==> src/rtl/riscv_pkg.sv <==
// Shared types for the pipeline's memory arbiter: FSM states and transaction owner.
package riscv_pkg;

  localparam int XLEN = 32;

  typedef enum logic [1:0] {ARB_IDLE, ARB_ISSUE, ARB_WAIT, ARB_RESP} arb_state_t;
  typedef enum logic {OWN_IF, OWN_DM} arb_owner_t;

endpackage

==> src/rtl/mem_arb_picker.sv <==
// Priority picker between IF and DM requests; data wins unless IF has been starved STARVE_MAX times.
module mem_arb_picker import riscv_pkg::*; #(
  parameter int STARVE_MAX = 4
) (
  input  logic clk,
  input  logic rst,
  input  logic arb_en,
  input  logic if_req,
  input  logic dm_req,
  input  logic if_flush,
  output logic grant_if,
  output logic grant_dm
);

  localparam int CW = $clog2(STARVE_MAX + 1);

  logic [CW-1:0] starve_cnt;
  logic          starved;
  arb_owner_t    pick;

  assign starved = (starve_cnt == CW'(STARVE_MAX));

  always_comb begin
    pick = OWN_DM;
    if (if_req && (!dm_req || starved)) pick = OWN_IF;
  end

  // A redirect arriving while IF is selected cancels the grant outright for this cycle.
  assign grant_if = arb_en && if_req && (pick == OWN_IF) && !if_flush;
  assign grant_dm = arb_en && dm_req && (pick == OWN_DM);

  always_ff @(posedge clk) begin
    if (rst) begin
      starve_cnt <= '0;
    end else if (arb_en) begin
      if (!if_req || grant_if) begin
        starve_cnt <= '0;
      end else if (grant_dm && !starved) begin
        starve_cnt <= starve_cnt + 1'b1;
      end
    end
  end

endmodule

==> src/rtl/unified_mem_arbiter.sv <==
// Shares one single-ported memory between instruction fetch and data memory, one transaction at a time.
module unified_mem_arbiter #(
  parameter int XLEN       = 32,
  parameter int STARVE_MAX = 4
) (
  input  logic            clk,
  input  logic            rst,
  input  logic            if_req,
  input  logic [XLEN-1:0] if_addr,
  input  logic            if_flush,
  output logic            if_done,
  output logic [XLEN-1:0] if_rdata,
  input  logic            dm_req,
  input  logic            dm_we,
  input  logic [XLEN-1:0] dm_addr,
  input  logic [XLEN-1:0] dm_wdata,
  input  logic [3:0]      dm_be,
  output logic            dm_done,
  output logic [XLEN-1:0] dm_rdata,
  output logic            mem_req,
  output logic            mem_we,
  output logic [XLEN-1:0] mem_addr,
  output logic [XLEN-1:0] mem_wdata,
  output logic [3:0]      mem_be,
  input  logic            mem_gnt,
  input  logic            mem_rvalid,
  input  logic [XLEN-1:0] mem_rdata
);

  import riscv_pkg::*;

  arb_state_t      state, state_next;
  arb_owner_t      owner;
  logic            flush_pend;
  logic [XLEN-1:0] rdata_q;
  logic            grant_if, grant_dm;
  logic            resp_if, resp_dm;

  mem_arb_picker #(.STARVE_MAX(STARVE_MAX)) u_picker (
    .clk      (clk),
    .rst      (rst),
    .arb_en   (state == ARB_IDLE),
    .if_req   (if_req),
    .dm_req   (dm_req),
    .if_flush (if_flush),
    .grant_if (grant_if),
    .grant_dm (grant_dm)
  );

  always_ff @(posedge clk) begin
    if (rst) state <= ARB_IDLE;
    else     state <= state_next;
  end

  always_comb begin
    state_next = state;
    case (state)
      ARB_IDLE:  if (grant_if || grant_dm) state_next = ARB_ISSUE;
      ARB_ISSUE: if (mem_gnt)              state_next = ARB_WAIT;
      ARB_WAIT:  if (mem_rvalid)           state_next = ARB_RESP;
      ARB_RESP:                            state_next = ARB_IDLE;
      default:                             state_next = ARB_IDLE;
    endcase
  end

  // A flush landing in the response cycle itself must still swallow the IF result.
  always_comb begin
    mem_req  = (state == ARB_ISSUE);
    resp_if  = (state == ARB_RESP) && (owner == OWN_IF) && !flush_pend && !if_flush;
    resp_dm  = (state == ARB_RESP) && (owner == OWN_DM);
    if_done  = resp_if;
    dm_done  = resp_dm;
    if_rdata = resp_if ? rdata_q : '0;
    dm_rdata = (resp_dm && !mem_we) ? rdata_q : '0;
  end

  always_ff @(posedge clk) begin
    if (rst) begin
      owner      <= OWN_IF;
      mem_we     <= 1'b0;
      mem_addr   <= '0;
      mem_wdata  <= '0;
      mem_be     <= '0;
      rdata_q    <= '0;
      flush_pend <= 1'b0;
    end else begin
      if (grant_if) begin
        owner     <= OWN_IF;
        mem_we    <= 1'b0;
        mem_addr  <= if_addr;
        mem_wdata <= '0;
        mem_be    <= '0;
      end else if (grant_dm) begin
        owner     <= OWN_DM;
        mem_we    <= dm_we;
        mem_addr  <= dm_addr;
        mem_wdata <= dm_we ? dm_wdata : '0;
        mem_be    <= dm_we ? dm_be : 4'h0;
      end
      if (state == ARB_WAIT && mem_rvalid) rdata_q <= mem_rdata;
      if (state == ARB_IDLE) begin
        flush_pend <= 1'b0;
      end else if (owner == OWN_IF && if_flush) begin
        flush_pend <= 1'b1;
      end
    end
  end

endmodule

==> config.mk <==
export PLATFORM = sky130hd
export DESIGN_NAME = unified_mem_arbiter
export DESIGN_NICKNAME = d
export VERILOG_FILES = /design/src/rtl/riscv_pkg.sv /design/src/rtl/mem_arb_picker.sv /design/src/rtl/unified_mem_arbiter.sv
export SDC_FILE = /design/constraint.sdc
export NUM_CORES = 1
export LEC_CHECK = 0
export ABC_AREA = 0
export CAP_MARGIN = 20
export CORE_ASPECT_RATIO = 1.75
export CORE_MARGIN = 2
export CORE_UTILIZATION = 39
export DETAILED_ROUTE_END_ITERATION = 10
export PLACE_DENSITY = 0.92
export REMOVE_ABC_BUFFERS = 1
export SYNTH_ARGS = -nofsm -noshare
export SYNTH_HDL_FRONTEND = slang
export SYNTH_SLANG_ARGS = --single-unit
==> constraint.sdc <==
create_clock -name clk -period 2.1 [get_ports clk]
set_input_delay 0.63 -clock clk [delete_from_list [all_inputs] [get_ports clk]]
set_output_delay 0.63 -clock clk [all_outputs]
set_load 0.005 [all_outputs]
Yosys cells after proc, flatten, opt, wreduce, memory -nomap -nowiden
Cells that the tools add are included. W data, S select, Z words.

Bits in registers: 108. Input bits: 140. Output and inout bits: 136. Logic and storage cells: 61.

Add/sub/neg operators: 1. Equal/unequal tests: 7. Multiplexer cells: 13. Bitwise gates (word level): 1. Reductions and logical operators: 30.

Operators by type and width (number): $mux W32 (5); $logic_and A1 B1 Y1 (14); $pmux W2 S4 (1); $logic_not A1 Y1 (6); $mux W2 (3); $mux W3 (2); $eq A2 B2 Y1 const B (2); $mux W4 (1); $ne A2 B2 Y1 const B (2); $reduce_bool A2 Y1 (2); $reduce_or A2 Y1 (2); $add A3 B1 Y3 const B (1); $eq A3 B3 Y1 const B (1); $logic_or A1 B1 Y1 (3); $reduce_and A3 Y1 (1); $eq A2 B1 Y1 const B (1); $logic_not A2 Y1 (1); $ne A2 B1 Y1 const B (1); $reduce_and A2 Y1 (1); $mux W1 (1); $not A1 Y1 (1).

Depth between registers and ports, before layout
Gate-level depths: netlist (run 1).

Depth in word-level cells: 8. Gate-level depth with buffers: 9.

Modules after synthesis
Synthesis (run 1) repeated with hierarchy kept, for this count alone.

Cells, all modules: 527. Area total of the unflattened synthesis: 4948.5 µm².

Modules (own cells, without submodules): unified_mem_arbiter (instances 1, cells an instance 504, area an instance 4730.8 µm², sequential area each 2102.0 µm²); mem_arb_picker (instances 1, cells an instance 23, area an instance 217.7 µm², sequential area each 60.1 µm²).

Least setup slack after synthesis (run 1)
OpenSTA, ideal clock, no wires.

Path type: in2out. Start: input if_flush. End: output if_rdata[22]. Arrival time: 1.385 ns. Setup slack: 0.085 ns. Stages on the path: 3. Path buffers: 1. Path through: nor4b_2 -> clkbuf_1 -> and2_1.

Longest elaborated chain between the ends: 3.

RTL lines: from (decl) (line unified_mem_arbiter.sv:10) `input logic if_flush,`; $logic_not A1 Y1 (line unified_mem_arbiter.sv:69) `resp_if = (state == ARB_RESP) && (owner == OWN_IF) && !flush_pend && !if_flush;`; $logic_and A1 B1 Y1 (line unified_mem_arbiter.sv:69); named net if_done (line unified_mem_arbiter.sv:11) `output logic if_done,`; $mux W32 (line unified_mem_arbiter.sv:73) `if_rdata = resp_if ? rdata_q : '0;`; to (decl) (line unified_mem_arbiter.sv:12) `output logic [XLEN-1:0] if_rdata,`.

The timed path passes the listed nets, and every way through them passes these cells.

Final worst setup path (run 1)
Start: input if_flush. End: output if_rdata[4].

Longest elaborated chain between the ends: 3.

RTL lines (line): $logic_not A1 Y1 (unified_mem_arbiter.sv:69); $logic_and A1 B1 Y1 (unified_mem_arbiter.sv:69); $mux W32 (unified_mem_arbiter.sv:73).

No other way between the ends.

==> metrics list, run 1 <==
* Switching share of power: 0.330
- The count of pins over their slew limit is 0.
- Netlist area before placement: 4980 sq um
- Summed over all nets, the switching power comes to 2.39 mW.
- dfxtp_1 takes more of the synthesized area than any other cell.
- For this design the top-level I/O count stands at 276.
* Count of synthesis-stage warnings from yosys: 0
* Vias/cell: 5.20
- In this run the power density over the cells is 813 nW/um^2.
* Internal power summed over all cells: 4.85 mW
- Row Count: 54
- Routed Wire Length: 19,400 microns
* Sequential cell area fraction in the yosys report: 0.434
- Proportion of power drawn by flip-flops and latches: 0.355
- Hold Path Depth: 2
* Remaining global-route overflow: 0
- In this run the most critical hold path is launched from mem_wdata[31]$_SDFFE_PP0P_.
- Starting density of the core: 0.398
* Share of layout cells above drive strength 1: 0.268
- Number of inserted filler cells in the final layout: 832
* Starting DRC count in detailed routing: 196
* Floorplan die area: 13,700 sq um
- Bufs and invs on worst path: 6
- Unrepaired setup endpoints after global routing: true
- The worst-case IR drop observed on VDD is 0.447 mV.
* R2R cell count: 9
- For this run, asynchronously set or reset flops after synthesis account for 0.
* CTS tree: done
- Clock root buffer: clkbuf_16
- Global router's overall resource usage: 0.263
- Clock-pin slew was measured on the worst setup and hold paths at 70 ps.
- R2R Setup Slk: 200 ps
- First-pass GRT wire length: 28,300 microns
- The signal on the critical path passes through clkdlybuf4s15_2, nor4b_4, buf_6, buf_8, buf_16, buf_6, and2_4, buf_6.
- The checks that failed: setup timing.
- Of the available clock period, the critical path in the final layout requires 1.19.
* End of the worst hold path: mem_wdata[31]$_SDFFE_PP0P_
- In this run the worst path has a maximum fanout of 8.
* Number of detailed-routing iterations run before antenna repair: 4
- Reg2reg end: mem_wdata[0]$_SDFFE_PP0P_
- In this run the vertical extent of the chip is 154 microns.
- Status: complete, but fails checks
- The worst hold path belongs to the class reg -> reg.
* Combinational family with the most area after synthesis: simple AND/OR/NAND/NOR gates
- Max_slew headroom: 0.774
- Most instantiated flip-flop cell in the synthesis netlist: dfxtp_1
- Once detail routing completed, the nets flagged for antenna violations numbered 0.
- At the pin with the least slew margin, the transition time is 335 ps.
- The number of global-route vias before repair is 5,754.
- Pin count of the biggest net entering global routing: 52
- Width of the die: 89.4 microns
- After synthesis, the cell types taking the most area are dfxtp_1 43%, nand2_1 13%, a311oi_2 9.6%.
* Worst hold slack after final layout: 450 ps
- XOR/XNOR Fraction of Synth Area: 0
- # H-tree levels: 3
- The share of total power dissipated in combinational logic is 0.393.
- Hold Fails Final Rpt: 0
- Summed over all cells, the static leakage comes to 3.42 nW.
* Total of flip-flops plus latches after synthesis: 108
- Of the total power, the clock network draws 0.251.
- In this run the standard cell core region covers 12,500 sq um.
- Crit path capture type: output pin
* Category of cells accounting for the largest share of critical-path delay: buffers and inverters
* Area fraction in and, or, nand and nor cells after synthesis: 0.298
* # setup viols final: 65
- Unique masters post-synth: 33
- Post-route DRC: 0
- The critical path is of the in -> out type.
- Worst EP required: 1470 ps
- STA classifies the critical path startpoint as an input port.
* Setup skew after layout: 8.54 ps
* Most numerous cell on the critical path: buf_6
- Counting every sink on the clock net gives 108.
- HPWL reported at the end of detailed placement: 12,800 microns
* Worst endpoint data arrival time: 1860 ps
- Max-capacitance violation count: 0
* Latest clock arrival within the worst-skew pair: 340 ps
* Storage element area: 2160 sq um
- The final layout contains 1,051 nets.
- Number of buffers inserted by port buffering: 275
- Utilization after layout: 0.713
- 0 antenna diodes ended up in the layout.
* Launching point of the worst reg2reg path: state[0]$_SDFFE_PP0P_
- Time the worst path needs with I/O delays and setup: 2490 ps
- Maximum number of buffers from clock root to sink: 2
* Number of antenna violations at the first check in global routing: 0
- Final weighted congestion of routability-driven global placement: 0.842
- The average instance in the mapped netlist occupies 8.13 sq um.
* Total CTS buffers: 9
* Top cell type's share of synthesized area: 0.434
- The multi-input combinational cells in the finished layout cover a total of 2690 sq um.
* Compound-gate portion of the synthesized area: 0.184
* Worst Slack Setup Final: -389 ps
- The largest single stage delay on the critical path is 280 ps.
* EDFF count, synth: 0
- After detailed routing, the average wire length per cell comes to 18.1 microns.
* Critical-path top delay cell: nor4b_4
- Multiplexer area fraction after synthesis: 0
* Post-synthesis share of cell area spent on full adders, half adders and majority gates: 0.0176
* Routed via count: 5,598
* Maximum clock frequency: 402 MHz
* Synthesized instance count: 613
* Area growth syn-to-layout: 78.9%
## repair_timing
action	CTS	global route
gates cloned	5	1
setup endpoints to repair	67	88
hold endpoints to repair	0	0
resized for setup	338	81
buffers inserted	15	4
hold buffers	0	0
pin swaps	34	5
## synthesized netlist by cell type, drive strengths merged (2+ instances only)
library cell  instances
nand2               174
dfxtp               108
a21oi                72
and2                 68
nand3                38
nor2                 34
a311oi               32
clkbuf               30
buf                  21
inv                   8
ha                    7
nand2b                2
nor3                  2
o21ai                 2
## final cells by class
class                   count  area share
clock buffers              11      0.0284
inverters                   8     0.00337
flip-flops and latches    108       0.243
clock inverters             5     0.00730
well taps                 168      0.0236
repair buffers            331       0.393
multi-input cells         446       0.302
## sequential cells by signal, summed over array words and instances (netlist names)
register and count:
mem_we 1, owner 1, state 2, flush_pend 1
rdata_q 32, mem_be 4, u_picker.starve_cnt 3, mem_addr 32
mem_wdata 32
## worst max-delay path by stage
stage	slack (ps)	end	cells after the start	start
2_1_floorplan	-430	mem_addr[0]$_SDFFE_PP0P_	6	state[0]$_SDFFE_PP0P_
3_3_place_gp	-720	if_rdata[19]	5	if_flush
3_5_place_dp	-800	if_rdata[7]	5	if_flush
4_1_cts	-380	if_rdata[5]	8	state[1]$_SDFFE_PP0P_
5_1_grt	-430	if_rdata[4]	9	state[0]$_SDFFE_PP0P_
6_report	-390	if_rdata[4]	8	if_flush
## worst reg2reg max path, cell delays in order, from the launching register on
cell and delay, ps:
dfxtp_2 340, buf_4 140, inv_1 160, ha_4 220
and2_1 160, and2_2 180, buf_12 210, buf_4 180
nand3_1 80, a21oi_1 160
## stage by stage
| step | std cells | setup TNS, ps | cell area, sq um | setup slack (ps) | total power, mW |
|---|---|---|---|---|---|
| after CTS | 1078 | -20470 | 8730 | -384 | 7.21 |
| after global placement | 1043 | -37810 | 8080 | -720 | 5.17 |
| after detailed placement | 1043 | -43850 | 8080 | -796 | 5.25 |
| final | 1077 | -18300 | 8910 | -389 | 7.25 |
| after global routing | 1077 | -21040 | 8910 | -431 | 7.60 |
| after floorplan | 562 | -43970 | 4680 | -431 | 3.66 |
## layout by cell type, fill, tap and decap left out, types with 3 or more instances in the layout
cell             instances
inv_6                    3
inv_1                    7
nand2_1                173
buf_12                  13
nor2_1                  34
ha_1                     4
and2_4                  59
dfxtp_1                106
nand3_1                 38
buf_6                   66
a21oi_1                 72
buf_4                   28
and2_1                   8
a311oi_2                32
clkbuf_16               10
buf_8                    6
clkdlybuf4s50_1        206
buf_2                    7
## metal layers
metal,vias to the layer above,wire length [microns],global-route usage
met1,2628,6390,0.245
met2,277,10200,0.482
met5,-,0,0
met4,0,1300,0.158
li1,2619,-,-
met3,74,1540,0.0746
## power groups by stage
stage	combinational, mW	clock (mW)	sequential [mW]
6_report	2.85	1.82	2.57
5_1_grt	3.06	1.93	2.60
4_1_cts	2.80	1.84	2.56
3_5_place_dp	2.66	0	2.59
3_3_place_gp	2.60	0	2.57
2_1_floorplan	1.09	0	2.57
## cell families after synthesis
kind of cell | Yosys count
AO/OA/AOI/OAI | 113
AND/OR/NAND/NOR | 326
buffers and inverters | 59
flip-flops | 108
adder cells (fa/ha/maj) | 7
Note: power is estimated with default switching activity, not from simulation.
==> inputs of run 2 (changes only) <==
- CORE_MARGIN: 2 -> 1
==> metrics list, run 2 (synthesis gave the netlist of run 1 again) <==
- Largest fanout on the critical path: 8 (unchanged)
- Pin count of the biggest net entering global routing: 53 (was 52)
- The number of standard cells in the layout, taps in and fillers out is 1,070 (was 1,077).
- The cell row count was 54 (unchanged).
- Share of layout cells above drive strength 1: 0.256 (was 0.268)
- Fraction of the cycle the final worst path needs: 1.16 (was 1.19)
- CTS tree: done (unchanged)
- The number of placed cells counting well taps is 1,040 (was 1,043).
* Hold Fails Final Rpt: 0 (unchanged)
- The worst supply voltage drop on vdd was 0.496 mV (was 0.447 mV).
* Worst hold path class: reg -> reg (unchanged)
- Area of the core: 12,400 sq um (was 12,500 sq um)
* Worst-Margin Slew: 405 ps (was 335 ps)
- Number of sinks handled by clock tree synthesis: 108 (unchanged)
* Vias/cell: 5.20 (about the same)
- Post-route DRC: 0 (unchanged)
- Unrepaired setup endpoints after global routing: true (unchanged)
* Routed Wire Length: 18,900 microns (was 19,400 microns)
* Maximum clock frequency: 410 MHz (was 402 MHz)
- The count of pins over their slew limit was 0 (unchanged).
* Max_slew headroom: 0.727 (was 0.774)
- The number of optimization iterations in the first detailed-route pass is 4 (unchanged).
* Latest clock arrival within the worst-skew pair: 340 ps (about the same)
- Clock root buffer: clkbuf_16 (unchanged)
* Number of inserted filler cells in the final layout: 859 (was 832)
* Critical setup path kind: reg -> out (was in -> out)
- Number of antenna violations at the first check in global routing: 0 (unchanged)
* Total power divided by cell area: 791 nW/um^2 (was 813 nW/um^2)
* Maximum number of buffers from clock root to sink: 2 (unchanged)
- Aggregate negative setup slack: -16,350 ps (was -18,300 ps)
- Status: complete, but fails checks (unchanged)
- The number of diodes is 0 (unchanged).
* Remaining global-route overflow: 0 (unchanged)
- The number of violations reported at the end of detailed-routing iteration 0 came to 199 (was 196).
- Width of the die: 87.4 microns (was 89.4 microns)
- Top library cells by usage in the layout, fill and taps aside: 206 x clkdlybuf4s50_1, 173 x nand2_1, 106 x dfxtp_1 (unchanged)
- The total CTS buffers was 9 (unchanged).
- The leakage power was 3.34 nW (was 3.42 nW).
- Floorplan die area: 13,200 sq um (was 13,700 sq um)
- The clock edge transition at the registers on the reported setup and hold paths was 80 ps (was 70 ps).
* Vert. Die Dim: 152 microns (was 154 microns)
* Starting density of the core: 0.401 (was 0.398)
- The worst hold margin was 450 ps (about the same).
- The final worst setup slack was -338 ps (was -389 ps).
* Kind of start point of the critical path: flop (was input port)
* Number of hold buffers added after cts: 0 (unchanged)
- Setup skew after layout: 12.2 ps (was 8.54 ps)
- The number of global-route vias before repair is 5,482 (was 5,754).
* HPWL reported at the end of detailed placement: 12,100 microns (was 12,800 microns)
* Final weighted congestion of routability-driven global placement: 0.789 (was 0.842)
- Worst endpoint data arrival time: 1810 ps (was 1860 ps)
* Number of buffers inserted by port buffering: 275 (unchanged)
- The final antenna-violating net count is 0 (unchanged).
* Global router's overall resource usage: 0.277 (was 0.263)
* # H-tree levels: 3 (unchanged)
* Registers with the most flip-flops: mem_addr: 32 flops, mem_wdata: 32 flops, rdata_q: 32 flops (unchanged)
* Routed via count: 5,565 (was 5,598)
* Pre-CTS setup slack: -781 ps (was -796 ps)
- The kind of capture point of the worst setup path is an output pin (unchanged).
- Final net count: 1,045 (was 1,051)
- The critical path data required time came to 1470 ps (about the same).
- The wire length of the first global-routing pass came to 28,100 microns (was 28,300 microns).
- The final critical-path required period was 2440 ps (was 2490 ps).
* # setup viols final: 65 (unchanged)
- The max-capacitance violation count is 0 (unchanged).
* Total chip power: 6.90 mW (was 7.25 mW)
* Num ports: 276 (unchanged)
- Violated checks: setup timing (unchanged).
* Most common cell after layout, fill and taps aside: clkdlybuf4s50_1 (unchanged)
- The per-cell routed wire length came to 17.7 microns (was 18.1 microns).
- Area growth syn-to-layout: 75.3% (was 78.9%)
-- run 2: worst max-delay path, cell delays in order, from the launching register on --
cell,delay [ps]
dfxtp_2,360
ha_4,160
buf_6,90
nor4b_4,190
buf_6,170
buf_12,130
buf_16,120
and2_1,130
buf_2,120
-- run 2: worst paths after layout --
check,startpoint,to,slack [ps],depth (start not counted)
setup / recovery,state[0]$_SDFFE_PP0P_,if_rdata[12],-340,8
hold reg to reg,mem_wdata[7]$_SDFFE_PP0P_,mem_wdata[7]$_SDFFE_PP0P_,450,2
hold / removal,mem_wdata[7]$_SDFFE_PP0P_,mem_wdata[7]$_SDFFE_PP0P_,450,2
setup reg to reg,state[0]$_SDFFE_PP0P_,mem_addr[14]$_SDFFE_PP0P_,140,8
-- run 2: routing by layer --
| metal | vias up | part of all wire | GRT usage |
|---|---|---|---|
| li1 | 2606 | - | - |
| met5 | - | 0 | 0 |
| met3 | 65 | 0.076 | 0.0704 |
| met4 | 0 | 0.053 | 0.152 |
| met1 | 2603 | 0.35 | 0.288 |
| met2 | 291 | 0.53 | 0.500 |
-- run 2: report_power, final --
group	leakage [nW]	switching (mW)	internal [mW]
registers	0.881	0.207	2.36
clock network	0.125	0.762	0.804
logic	2.33	1.34	1.43
-- run 2: final cells by class --
class                      instances  area [sq um]  share of cell area
timing repair buffer             325          3390               0.388
multi-input combinational        446          2670               0.306
sequential                       108          2160               0.248
clock buffer                      10           229              0.0262
tap                              168           210              0.0241
clock inverter                     5          37.5             0.00430
inverter                           8          30.0             0.00344
-- run 2: stage by stage --
step | area (sq um) | util
floorplan | 4680 | -
global placement | 8070 | 0.649
detailed placement | 8070 | 0.649
CTS | 8620 | 0.693
global route | 8730 | 0.702
finish | 8730 | 0.702
-- run 2: repair_timing --
item | CTS | global route
endpoints found under the hold margin | 0 | 0
setup buffers | 12 | 7
gates cloned | 6 | 0
gates resized for setup | 344 | 57
setup endpoints to repair | 67 | 79
pin swaps | 41 | 1
==> inputs of run 3 (changes only) <==
==> constraint.sdc (replaced) <==
create_clock -name clk -period 2.1 [get_ports clk]
set_input_delay 0.315 -clock clk [delete_from_list [all_inputs] [get_ports clk]]
set_output_delay 0.315 -clock clk [all_outputs]
set_load 0.005 [all_outputs]
==> metrics list, run 3 (synthesis gave the netlist of run 1 again) <==
- Status: complete, but fails checks (unchanged)
* Maximum clock frequency: 455 MHz (was 410 MHz)
- The wire length of the first global-routing pass was 24,400 microns (was 28,100 microns).
- Number of detailed-routing iterations run before antenna repair: 5 (was 4)
- Number of buffers inserted by port buffering: 275 (unchanged)
- The cell type group with the largest total delay on the critical path is buffers and inverters (unchanged).
- Total CTS buffers: 9 (unchanged)
- The maximum fanout encountered on the critical timing path is 8 (unchanged).
- Pin count of the biggest net entering global routing: 49 (was 53)
* Clock edge transition at the registers on the reported setup and hold paths: 80 ps (about the same)
- The vias after detailed routing came to 5,366 (was 5,565).
- The total wirelength of the detailed-routed design is 17,000 microns (was 18,900 microns).
- Fraction of the cycle the final worst path needs: 1.05 (was 1.16)
- The clock sink count is 108 (unchanged).
* Time the worst path needs with I/O delays and setup: 2200 ps (was 2440 ps)
* Most numerous cell on the critical path: buf_6 (unchanged)
* Number of gates on the worst path with buffers counted: 8 (unchanged)
- The number of H-tree levels is 3 (unchanged).
- Worst Slack Setup Final: -97.0 ps (was -338 ps)
- Reg2reg end: state[0]$_SDFFE_PP0P_ (was mem_addr[14]$_SDFFE_PP0P_)
- The per-cell routed wire length came to 16.1 microns (was 17.7 microns).
* Registers with the most flip-flops: mem_addr: 32 flops, mem_wdata: 32 flops, rdata_q: 32 flops (unchanged)
* DR top layer: met4 (unchanged)
- The overall die height was 152 microns (unchanged).
- The number of failing hold endpoints at the final stage came to 0 (unchanged).
* IR drop worst, VDD: 0.450 mV (was 0.496 mV)
- Pre-CTS setup slack: -155 ps (was -781 ps)
- The worst-path cell with the longest stage delay is dfxtp_2 (unchanged).
- Kind of start point of the critical path: flop (unchanged)
- Hold Path Depth: 2 (unchanged)
- Final cell count without fillers: 1,051 (was 1,070)
- The final number of setup-violating endpoints is 3 (was 65).
* End of the worst hold path: rdata_q[7]$_SDFFE_PP0P_ (was mem_wdata[7]$_SDFFE_PP0P_)
- The logic depth of the worst register-to-register path is 8 (unchanged).
- The commonest non-fill, non-tap cell in the layout was clkdlybuf4s50_1 (unchanged).
- The number of global-route vias before repair was 4,883 (was 5,482).
- The detailed-routed wire length on met2 is 9030 microns (was 9920 microns).
* Violated checks: setup timing (unchanged)
- Number of antenna violations at the first check in global routing: 0 (unchanged)
- Post-route DRC: 0 (unchanged)
- The routed wire length on met3 is 1120 microns (was 1430 microns).
* Width of the die: 87.4 microns (unchanged)
- Num ports: 276 (unchanged)
* Setup skew after layout: 12.0 ps (was 12.2 ps)
- The share of cells above drive strength 1 is 0.156 (was 0.256).
- Worst EP required: 1780 ps (was 1470 ps)
- The number of violations reported at the end of detailed-routing iteration 0 is 198 (was 199).
* Routed length on met1: 6150 microns (was 6540 microns)
- The power density over cell area came to 833 nW/um^2 (was 791 nW/um^2).
- The worst-margin pin slew came to 377 ps (was 405 ps).
- The max-capacitance violation count was 0 (unchanged).
- The net total in the final layout is 1,025 (was 1,045).
- Unrepaired setup endpoints after global routing: true (unchanged).
- # diodes: 0 (unchanged)
- The worst endpoint data arrival time was 1880 ps (was 1810 ps).
* Clock root buffer: clkbuf_16 (unchanged)
* Vias/cell: 5.11 (was 5.20)
- Maximum number of buffers from clock root to sink: 2 (unchanged)
- Latest clock arrival within the worst-skew pair: 340 ps (about the same)
- The worst hold margin was 357 ps (was 450 ps).
* Worst hold path class: in -> reg (was reg -> reg)
* Top library cells by usage in the layout, fill and taps aside: 209 x clkdlybuf4s50_1, 173 x nand2_1, 106 x dfxtp_1 (was 206 x clkdlybuf4s50_1, 173 x nand2_1, 106 x dfxtp_1)
* Leakage Power: 3.22 nW (was 3.34 nW)
- Number of pins exceeding their max-slew limit in the final report: 0 (unchanged)
- Critical setup path kind: reg -> out (unchanged)
- The kind of capture point of the worst setup path is an output pin (unchanged).
- The full die area was 13,200 sq um (unchanged).
* Global router's overall resource usage: 0.240 (was 0.277)
- Number of cells in the design after placement: 1,026 (was 1,040)
- CTS tree: done (unchanged)
- Max_slew headroom: 0.746 (was 0.727)
- The weighted congestion at the end of routability-driven global placement was 0.786 (was 0.789).
* Delay of the slowest cell on the worst path: 360 ps (about the same)
- Number of nets with antenna violations after routing: 0 (unchanged)
- Remaining global-route overflow: 0 (unchanged)
- The cell row count was 54 (unchanged).
* Number of hold buffers added after cts: 0 (unchanged)
- Area of the core: 12,400 sq um (unchanged)
- The launch point of the worst reg-to-reg path was state[0]$_SDFFE_PP0P_ (unchanged).
- Bufs and invs on worst path: 4 (was 5)
* HPWL reported at the end of detailed placement: 11,900 microns (was 12,100 microns)
* Aggregate negative setup slack: -185 ps (was -16,350 ps)
- Worst Min Path Start: rst (was mem_wdata[7]$_SDFFE_PP0P_)
- Area growth syn-to-layout: 64.8% (was 75.3%)
- Starting density of the core: 0.401 (unchanged)
* Cells along the critical path: ha_4, and2_4, nor2b_4, buf_6, buf_6, buf_16, and2_1, clkdlybuf4s15_2 (was ha_4, buf_6, nor4b_4, buf_6, buf_12, buf_16, and2_1, buf_2)
- R2R Setup Slk: 140 ps (about the same)
==> run 3: changes by cell type in the layout (fill, tap and decap cells not counted), moves of 4 or more <==
cell | before | now
dlygate4sd2_1 | 2 | 17
clkbuf_2 | 0 | 26
buf_4 | 26 | 15
and2_1 | 11 | 61
buf_6 | 64 | 4
buf_2 | 9 | 13
dlymetal6s2s_1 | 0 | 4
and2_4 | 56 | 6
buf_12 | 12 | 8
==> run 3: stage by stage <==
| step | power [mW] | instance area, sq um | utilization |
|---|---|---|---|
| 5_1_grt | 7.21 | 8210 | 0.660 |
| 3_5_place_dp | 5.04 | 7920 | 0.637 |
| 6_report | 6.83 | 8210 | 0.660 |
| 4_1_cts | 6.85 | 8320 | 0.669 |
| 3_3_place_gp | 4.98 | 7920 | 0.637 |
| 2_1_floorplan | 3.66 | 4680 | - |
==> run 3: final cells by class <==
| type | instances | area (sq um) |
|---|---|---|
| fillers | 990 | 4230 |
| repair buffers | 305 | 2960 |
| multi-input cells | 446 | 2540 |
| flip-flops and latches | 108 | 2160 |
| clock buffers | 9 | 225 |
| well taps | 168 | 210 |
| clock inverters | 7 | 81.3 |
| inverters | 8 | 30.0 |
==> run 3: report_power, final <==
group          switching (mW)  leakage, nW  internal [mW]
Sequential              0.193        0.881           2.36
Combinational            1.26         2.19           1.26
Clock                   0.820        0.152          0.946
Total                    2.27         3.22           4.56
==> run 3: metal layers <==
layer  GRT usage  vias up
met5           0        -
met4       0.102        0
met3      0.0515       46
met2       0.456      240
met1       0.246     2509
li1            -     2571
==> run 3: timing repair <==
action,in CTS,in global routing
gates resized for setup,109,80
buffers inserted,4,3
setup endpoints to repair,65,34
gates cloned,2,2
==> run 3: worst max-delay path by stage <==
stage / startpoint / to / slack (ps)
3_3_place_gp: if_flush / if_rdata[18] / -80
5_1_grt: state[0]$_SDFFE_PP0P_ / dm_rdata[4] / -150
3_5_place_dp: if_flush / if_rdata[31] / -160
6_report: state[0]$_SDFFE_PP0P_ / dm_rdata[0] / -100
2_1_floorplan: state[0]$_SDFFE_PP0P_ / mem_addr[0]$_SDFFE_PP0P_ / -430
4_1_cts: state[0]$_SDFFE_PP0P_ / if_rdata[27] / -180
